**src/rtl/regfile_write_arbiter.sv**
```systemverilog
// Two-source arbiter for the register file write port with a registered output stage.
// Define REGARB_FIXED_PRIO_EN to give the load requester (1) fixed priority; default is round-robin.
module regfile_write_arbiter #(
  parameter int DATA_WIDTH = 32,
  parameter int ADDR_WIDTH = 5,
  parameter int CNT_WIDTH  = 16
) (
  input  logic                  clk,
  input  logic                  reset,
  input  logic                  req0_valid,
  input  logic [ADDR_WIDTH-1:0] req0_rd,
  input  logic [DATA_WIDTH-1:0] req0_data,
  output logic                  req0_ready,
  input  logic                  req1_valid,
  input  logic [ADDR_WIDTH-1:0] req1_rd,
  input  logic [DATA_WIDTH-1:0] req1_data,
  output logic                  req1_ready,
  output logic                  rWrite,
  output logic [ADDR_WIDTH-1:0] rsWrite,
  output logic [DATA_WIDTH-1:0] dataWrite,
  output logic                  last_grant,
  output logic [CNT_WIDTH-1:0]  conflict_count
);

  logic                  grant0, grant1, both_valid;
  logic                  rwrite_q, rwrite_d;
  logic [ADDR_WIDTH-1:0] rs_q, rs_d;
  logic [DATA_WIDTH-1:0] data_q, data_d;
  logic                  last_grant_q, last_grant_d;
  logic [CNT_WIDTH-1:0]  cnt_q, cnt_d;

  assign both_valid = req0_valid & req1_valid;

  // Readys are gated by reset so requests stay pending until reset releases.
  always_comb begin
`ifdef REGARB_FIXED_PRIO_EN
    grant1 = ~reset & req1_valid;
    grant0 = ~reset & req0_valid & ~req1_valid;
`else
    grant0 = ~reset & req0_valid & (~req1_valid | last_grant_q);
    grant1 = ~reset & req1_valid & (~req0_valid | ~last_grant_q);
`endif
  end

  assign req0_ready = grant0;
  assign req1_ready = grant1;

  always_comb begin
    rwrite_d     = 1'b0;
    rs_d         = rs_q;
    data_d       = data_q;
    last_grant_d = last_grant_q;
    if (grant0) begin
      rwrite_d     = |req0_rd;
      rs_d         = req0_rd;
      data_d       = req0_data;
      last_grant_d = 1'b0;
    end else if (grant1) begin
      rwrite_d     = |req1_rd;
      rs_d         = req1_rd;
      data_d       = req1_data;
      last_grant_d = 1'b1;
    end
  end

  // Contention counter sticks at all-ones rather than wrapping.
  always_comb begin
    cnt_d = cnt_q;
    if (both_valid && !(&cnt_q)) cnt_d = cnt_q + CNT_WIDTH'(1);
  end

  always_ff @(posedge clk or posedge reset) begin
    if (reset) begin
      rwrite_q     <= 1'b0;
      rs_q         <= '0;
      data_q       <= '0;
      last_grant_q <= 1'b1;
      cnt_q        <= '0;
    end else begin
      rwrite_q     <= rwrite_d;
      rs_q         <= rs_d;
      data_q       <= data_d;
      last_grant_q <= last_grant_d;
      cnt_q        <= cnt_d;
    end
  end

  assign rWrite         = rwrite_q;
  assign rsWrite        = rs_q;
  assign dataWrite      = data_q;
  assign last_grant     = last_grant_q;
  assign conflict_count = cnt_q;

endmodule

```
**config.mk**
```make
export PLATFORM = sky130hd
export DESIGN_NAME = regfile_write_arbiter
export DESIGN_NICKNAME = d
export VERILOG_FILES = /design/src/rtl/regfile_write_arbiter.sv
export SDC_FILE = /design/constraint.sdc
export NUM_CORES = 1
export LEC_CHECK = 0
export ABC_AREA = 0
export ABC_CLOCK_PERIOD_IN_PS = 1500
export CORE_AREA = 2 2 106 108
export DETAILED_ROUTE_END_ITERATION = 12
export DIE_AREA = 0 0 108 110
export HOLD_SLACK_MARGIN = 0.08
export SYNTH_ARGS = -nofsm -noshare
export SYNTH_HDL_FRONTEND = slang
export SYNTH_SLANG_ARGS = --single-unit
export TNS_END_PERCENT = 20
```
**constraint.sdc**
```tcl
create_clock -name clk -period 1.5 [get_ports clk]
set_input_delay 0.15 -clock clk [delete_from_list [all_inputs] [get_ports clk]]
set_output_delay 0.15 -clock clk [all_outputs]
set_load 0.01 [all_outputs]
```
# ---- Word level (Yosys, flattened, before mapping)
# Cells that the tools add are included.
dict set report totals {
  mem_count 0
  ram_bits 0
  inputBits 78
  rom_bits 0
  latchBits 0
  regBits 55
  elab_cells 31
  out_inout_bits 57
}
dict set report op_classes {
  mul 0
  n_shift 0
  n_addsub 1
  n_bitwise 11
  n_div 0
  reduce_logical 6
  muxes 8
  magnitude_cmp 0
  eq_ne 0
}
# cell count
set ops {}
lappend ops {{two-way mux 32 bit} 2}
lappend ops {{adder 16 x 1 -> 16 bit, second input constant} 1}
lappend ops {{AND reduction 16 bit} 1}
lappend ops {{two-way mux 5 bit} 2}
lappend ops {{OR reduction 5 bit} 2}
lappend ops {{bitwise AND 1 bit} 5}
lappend ops {{two-way mux 1 bit} 4}
lappend ops {{NOT 1 bit} 4}
lappend ops {{OR 1 bit} 2}
lappend ops {{nonzero test 2 bit} 1}
lappend ops {{logical AND 1 bit} 1}
lappend ops {{logical NOT 1 bit} 1}

# ---- Depth between registers and ports, before layout
dict set report logic_depth {
  depth_word 5
  ltp_mapped 6
  depth_no_buf 5
}

# ---- Worst setup path before layout
# OpenSTA, ideal clock, no wires.
dict set report synth_path {
  path_type {input to register}
  startpoint {input reset}
  endpoint {register rs_q[0] (netlist: rsWrite[0])}
  path_stages 5
  required_time_ns 1.373
  path_slack_ns -0.976
  arrival_time_ns 2.349
  setup_time_ns 0.127
  path_cell_list {inv_1 o21ai_1 clkbuf_1 a222oi_1 inv_1}
}
dict set report synth_between {
  elab_chain_cells 4
}
# element line_no
set synth_rtl {}
lappend synth_rtl {{start: declaration} 9} ;# input logic reset,
lappend synth_rtl {{NOT 1 bit *} {40, 41}}
lappend synth_rtl {{bitwise AND 1 bit, on equally long branches (2 in a row)} {40, 41}}
lappend synth_rtl {{two-way mux 5 bit / nonzero test 2 bit (equally long branches)} n/a}
lappend synth_rtl {{end signal: assignment} 81} ;# rs_q <= rs_d;
lappend synth_rtl {{end: declaration} 27} ;# logic [ADDR_WIDTH-1:0] rs_q, rs_d;
# Every way passes the cells marked *; elsewhere a longest branch is shown, timed or not.
# A chain may end at the register's enable or synchronous reset.

# ---- Worst setup path after layout
dict set report layout_path {
  startpoint {register last_grant_q (netlist: last_grant)}
  endpoint {register rs_q[4] (netlist: rsWrite[4])}
}
dict set report layout_between {
  elab_chain_cells 4
}
# element line_no
set layout_rtl {}
lappend layout_rtl {{start: declaration} 29} ;# logic last_grant_q, last_grant_d;
lappend layout_rtl {{start signal: assignment} 83} ;# last_grant_q <= last_grant_d;
lappend layout_rtl {{NOT 1 bit} 41} ;# grant1 = ~reset & req1_valid & (~req0_valid | ~last_grant_q);
lappend layout_rtl {{OR 1 bit} 41}
lappend layout_rtl {{bitwise AND 1 bit} 41}
lappend layout_rtl {{nonzero test 2 bit (no line)} n/a}
# Parallel ways exist; a longest one is shown, timed or not.

==> impl_results.md <==
* Status: finished with violations
* Violated checks: negative setup slack
* # diodes at 0
* Critical Path End: rsWrite[4]$_DFFE_PP0P_
* Endpoints failing setup at 36
* # fillers at 1050
* Placement Cell Area at between 4000 and 5000 sq um
* Top achievable clock speed at 607 MHz
* Detailed Routing Iterations Pass 1 at 5
* Top cells by count, synth: 54 x dfrtp_1, 38 x nand2_1, 34 x o21ai_0, 33 x mux2i_1
* Relative slew slack at 52.9%
* YS warnings at 0
* Die area at 11900 sq um
* FF+latch area at 1380 sq um
* Congestion Overflow GR at 0
* Max Cap Viol at 0
* # DRC at 0
* P_leak at 2.12 nW
* Final hold vios at 0
* Worst EP required at 1.71 ns
* Starting Density at 24.4%
* Crit Path Max Fanout at 7
* Post-synth top flop: dfrtp_1
* Post-synth top area share at 51.7%
* Pins Over Slew Limit at 0
* Post-route cell area at 4750 sq um
* Vias/cell at 4.43
* GRT Util Overall at roughly an eighth
* Final Net Count at 497
* # IOs at 135
* Synth cell types at 41
* Die Wd at 108 um
* RSZ-0062 raised after global routing: yes
* Final Core Density at approximately 44%
* Drt wl/cell at roughly 14 um
* Root Buffer: clkbuf_8
* Post-synth EDFFs at 0
* Peak supply drop at 0.464 mV
* Synth top area cells: dfrtp_1 52%, mux2i_1 13%, o21ai_0 6.5%, nand2_1 5.5%, xor2_1 2.0%
* # clock sinks at 55
* Die height at ~110 um
* Post-Route Skew at 0.0121 ns
* Reg-to-Reg Start: last_grant$_DFFE_PP1P_
* First-pass GRT wire length at 11700 um
* Crit path from: last_grant$_DFFE_PP1P_
* CP startpoint kind: flip-flop
* Share of post-route cells with drive strength above 1 at 19.3%
* Port bufs at roughly 130
* Rows at 38
* CP arrival at ~1.9 ns
* Post-Synthesis Cell Area at 2610 sq um
* Setup_tns at -2.89 ns
* Area occupied by multi-input gates at 1230 sq um
* Initial antenna violation count at 0
* Worst R2R Setup Slack at -0.15 ns
* Final WL at between 7000 and 8000 um
* Worst setup EP type: flip-flop
* Period utilisation layout at 110%
* PwrDens at about 950 nW/um^2
* Core area at 10700 sq um
* Latest clock arrival within the worst-skew pair at just over 0.3 ns
* Async set-reset flop share out of synthesis at 100%
* Worst slew pin tran at 0.706 ns
* Syn avg cell area at 10.7 sq um
* Tmin final at 1.65 ns
* Dpl ws at -0.443 ns
* Via count at 2476
* FF-to-FF End: rsWrite[4]$_DFFE_PP0P_
* Clk buf depth at 2
* Starting DRT DRC Count at between 90 and 100
* Total Power at about 4.5 mW
* Yosys reg bits at 55
* Top-count cell post-synth: dfrtp_1
* Post-Syn Nets at 324
* Mapped Cells at roughly 250
* Area Growth Syn to Fin at 81.9%
* Gp weighted congestion at 0.734
* Post-DP HPWL at 5750 um
* CTS Hold Bufs at 0
* Clock tree from TritonCTS: done
* Worst Reg-to-Reg Cells at 7
* Worst setup margin at -0.149 ns
* CTS clk-pin slew, worst paths at 0.11 ns
* Hold crit path type: input pin to flip-flop
* CTS buffer count at 5
* Largest area contributor in the netlist: dfrtp_1
* H-tree level count at 2
* WS Path Type: flip-flop to flip-flop
* Via count of the first global-routing pass at 2364
* Seq/Total Area, Yosys at 52.8%
* Pin count of the biggest net entering global routing at 56
* Routed Antenna Nets at 0
[stage by stage]
stage,hold slack [ns],std cells
final,0.440,559
after floorplan,0.240,245
after detailed placement,0.471,542
after global placement,0.463,542
after CTS,0.398,558
after global routing,0.450,559
[cell families after synthesis]
group | after synthesis | synth area share [%]
and+or+nand+nor | 68 | 13.2
AOI/OAI and AO/OA | 57 | 13.0
DFF | 55 | 52.8
muxes | 36 | 14.1
buffers and inverters | 19 | 3.45
xor gates and xnor gates | 9 | 3.02
adders and majority gates | 1 | 0.479
[per-layer routing]
metal	vias up	wire, um	global-route usage [%]
met1	1165	3200	15.1
met2	77	3930	22.4
met5	-	0	0
li1	1227	-	-
met3	7	475	2.76
met4	0	103	3.66
[placed cells by master (no fill, tap or decap), drive strengths merged, types with 2 or more instances in the layout]
cell type,Yosys,routed
dlygate4sd2,0,10
nand3,5,5
xnor2,3,3
or4,2,2
o21ai,39,39
nand2,38,38
a211oi,3,3
dlymetal6s2s,0,5
inv,8,7
nor3,2,2
nand4,5,5
clkdlybuf4s50,0,117
clkbuf,7,6
xor2,6,6
a222oi,4,4
nor2,4,4
and2,2,2
clkinv,0,2
and3,3,3
mux2i,33,33
mux2,3,3
nand2b,2,2
dfrtp,54,54
nor4,2,2
a21oi,5,5
buf,4,44
[worst min path at each step]
stage                               from                             to  slack (ns)  cells after the start
6_report                      req1_valid         last_grant$_DFFE_PP1P_        0.44                      3
5_1_grt                    req1_data[16]      dataWrite[16]$_DFFE_PP0P_        0.45                      3
4_1_cts                       req1_valid         last_grant$_DFFE_PP1P_        0.40                      3
3_5_place_dp   dataWrite[25]$_DFFE_PP0P_      dataWrite[25]$_DFFE_PP0P_        0.47                      2
3_3_place_gp   dataWrite[26]$_DFFE_PP0P_      dataWrite[26]$_DFFE_PP0P_        0.46                      2
2_1_floorplan                      reset  conflict_count[0]$_DFFE_PP0P_        0.24                      1
[timing repair]
| action | 4_1_cts | 5_1_grt |
|---|---|---|
| resized for setup | 62 | 21 |
| endpoints found under the setup margin | 54 | 53 |
| gates cloned | 2 | 1 |
| pin swaps | 2 | 6 |
| setup buffers | 6 | 0 |
[critical path, stage by stage, from the launching register on]
cell      delay, ns
dfstp_2        0.55
inv_2          0.04
a211oi_4       0.22
buf_6          0.15
buf_12         0.12
buf_16         0.14
mux2i_1        0.24
o21ai_1        0.08
[report_power, final]
part / switching (mW) / leakage [nW] / total, mW / internal [mW]
sequential: 0.144 / 0.685 / 1.85 / 1.71
combinational: 0.680 / 1.38 / 1.63 / 0.955
clock: 0.502 / 0.0581 / 1.00 / 0.498
total: 1.33 / 2.12 / 4.49 / 3.16
[layout make-up]
class | count | area share (%)
Sequential cell | 55 | 29.0
Clock buffer | 5 | 1.45
Clock inverter | 3 | 0.922
Timing Repair Buffer | 177 | 38.2
Tap cell | 140 | 3.69
Inverter | 8 | 0.711
Multi-Input combinational cell | 171 | 26.0
[state kept, by name, summed over array words and instances (netlist names)]
signal and count:
conflict_count 16, last_grant 1, rWrite 1, dataWrite 32, rsWrite 5
(Power assumes the default switching activity.)
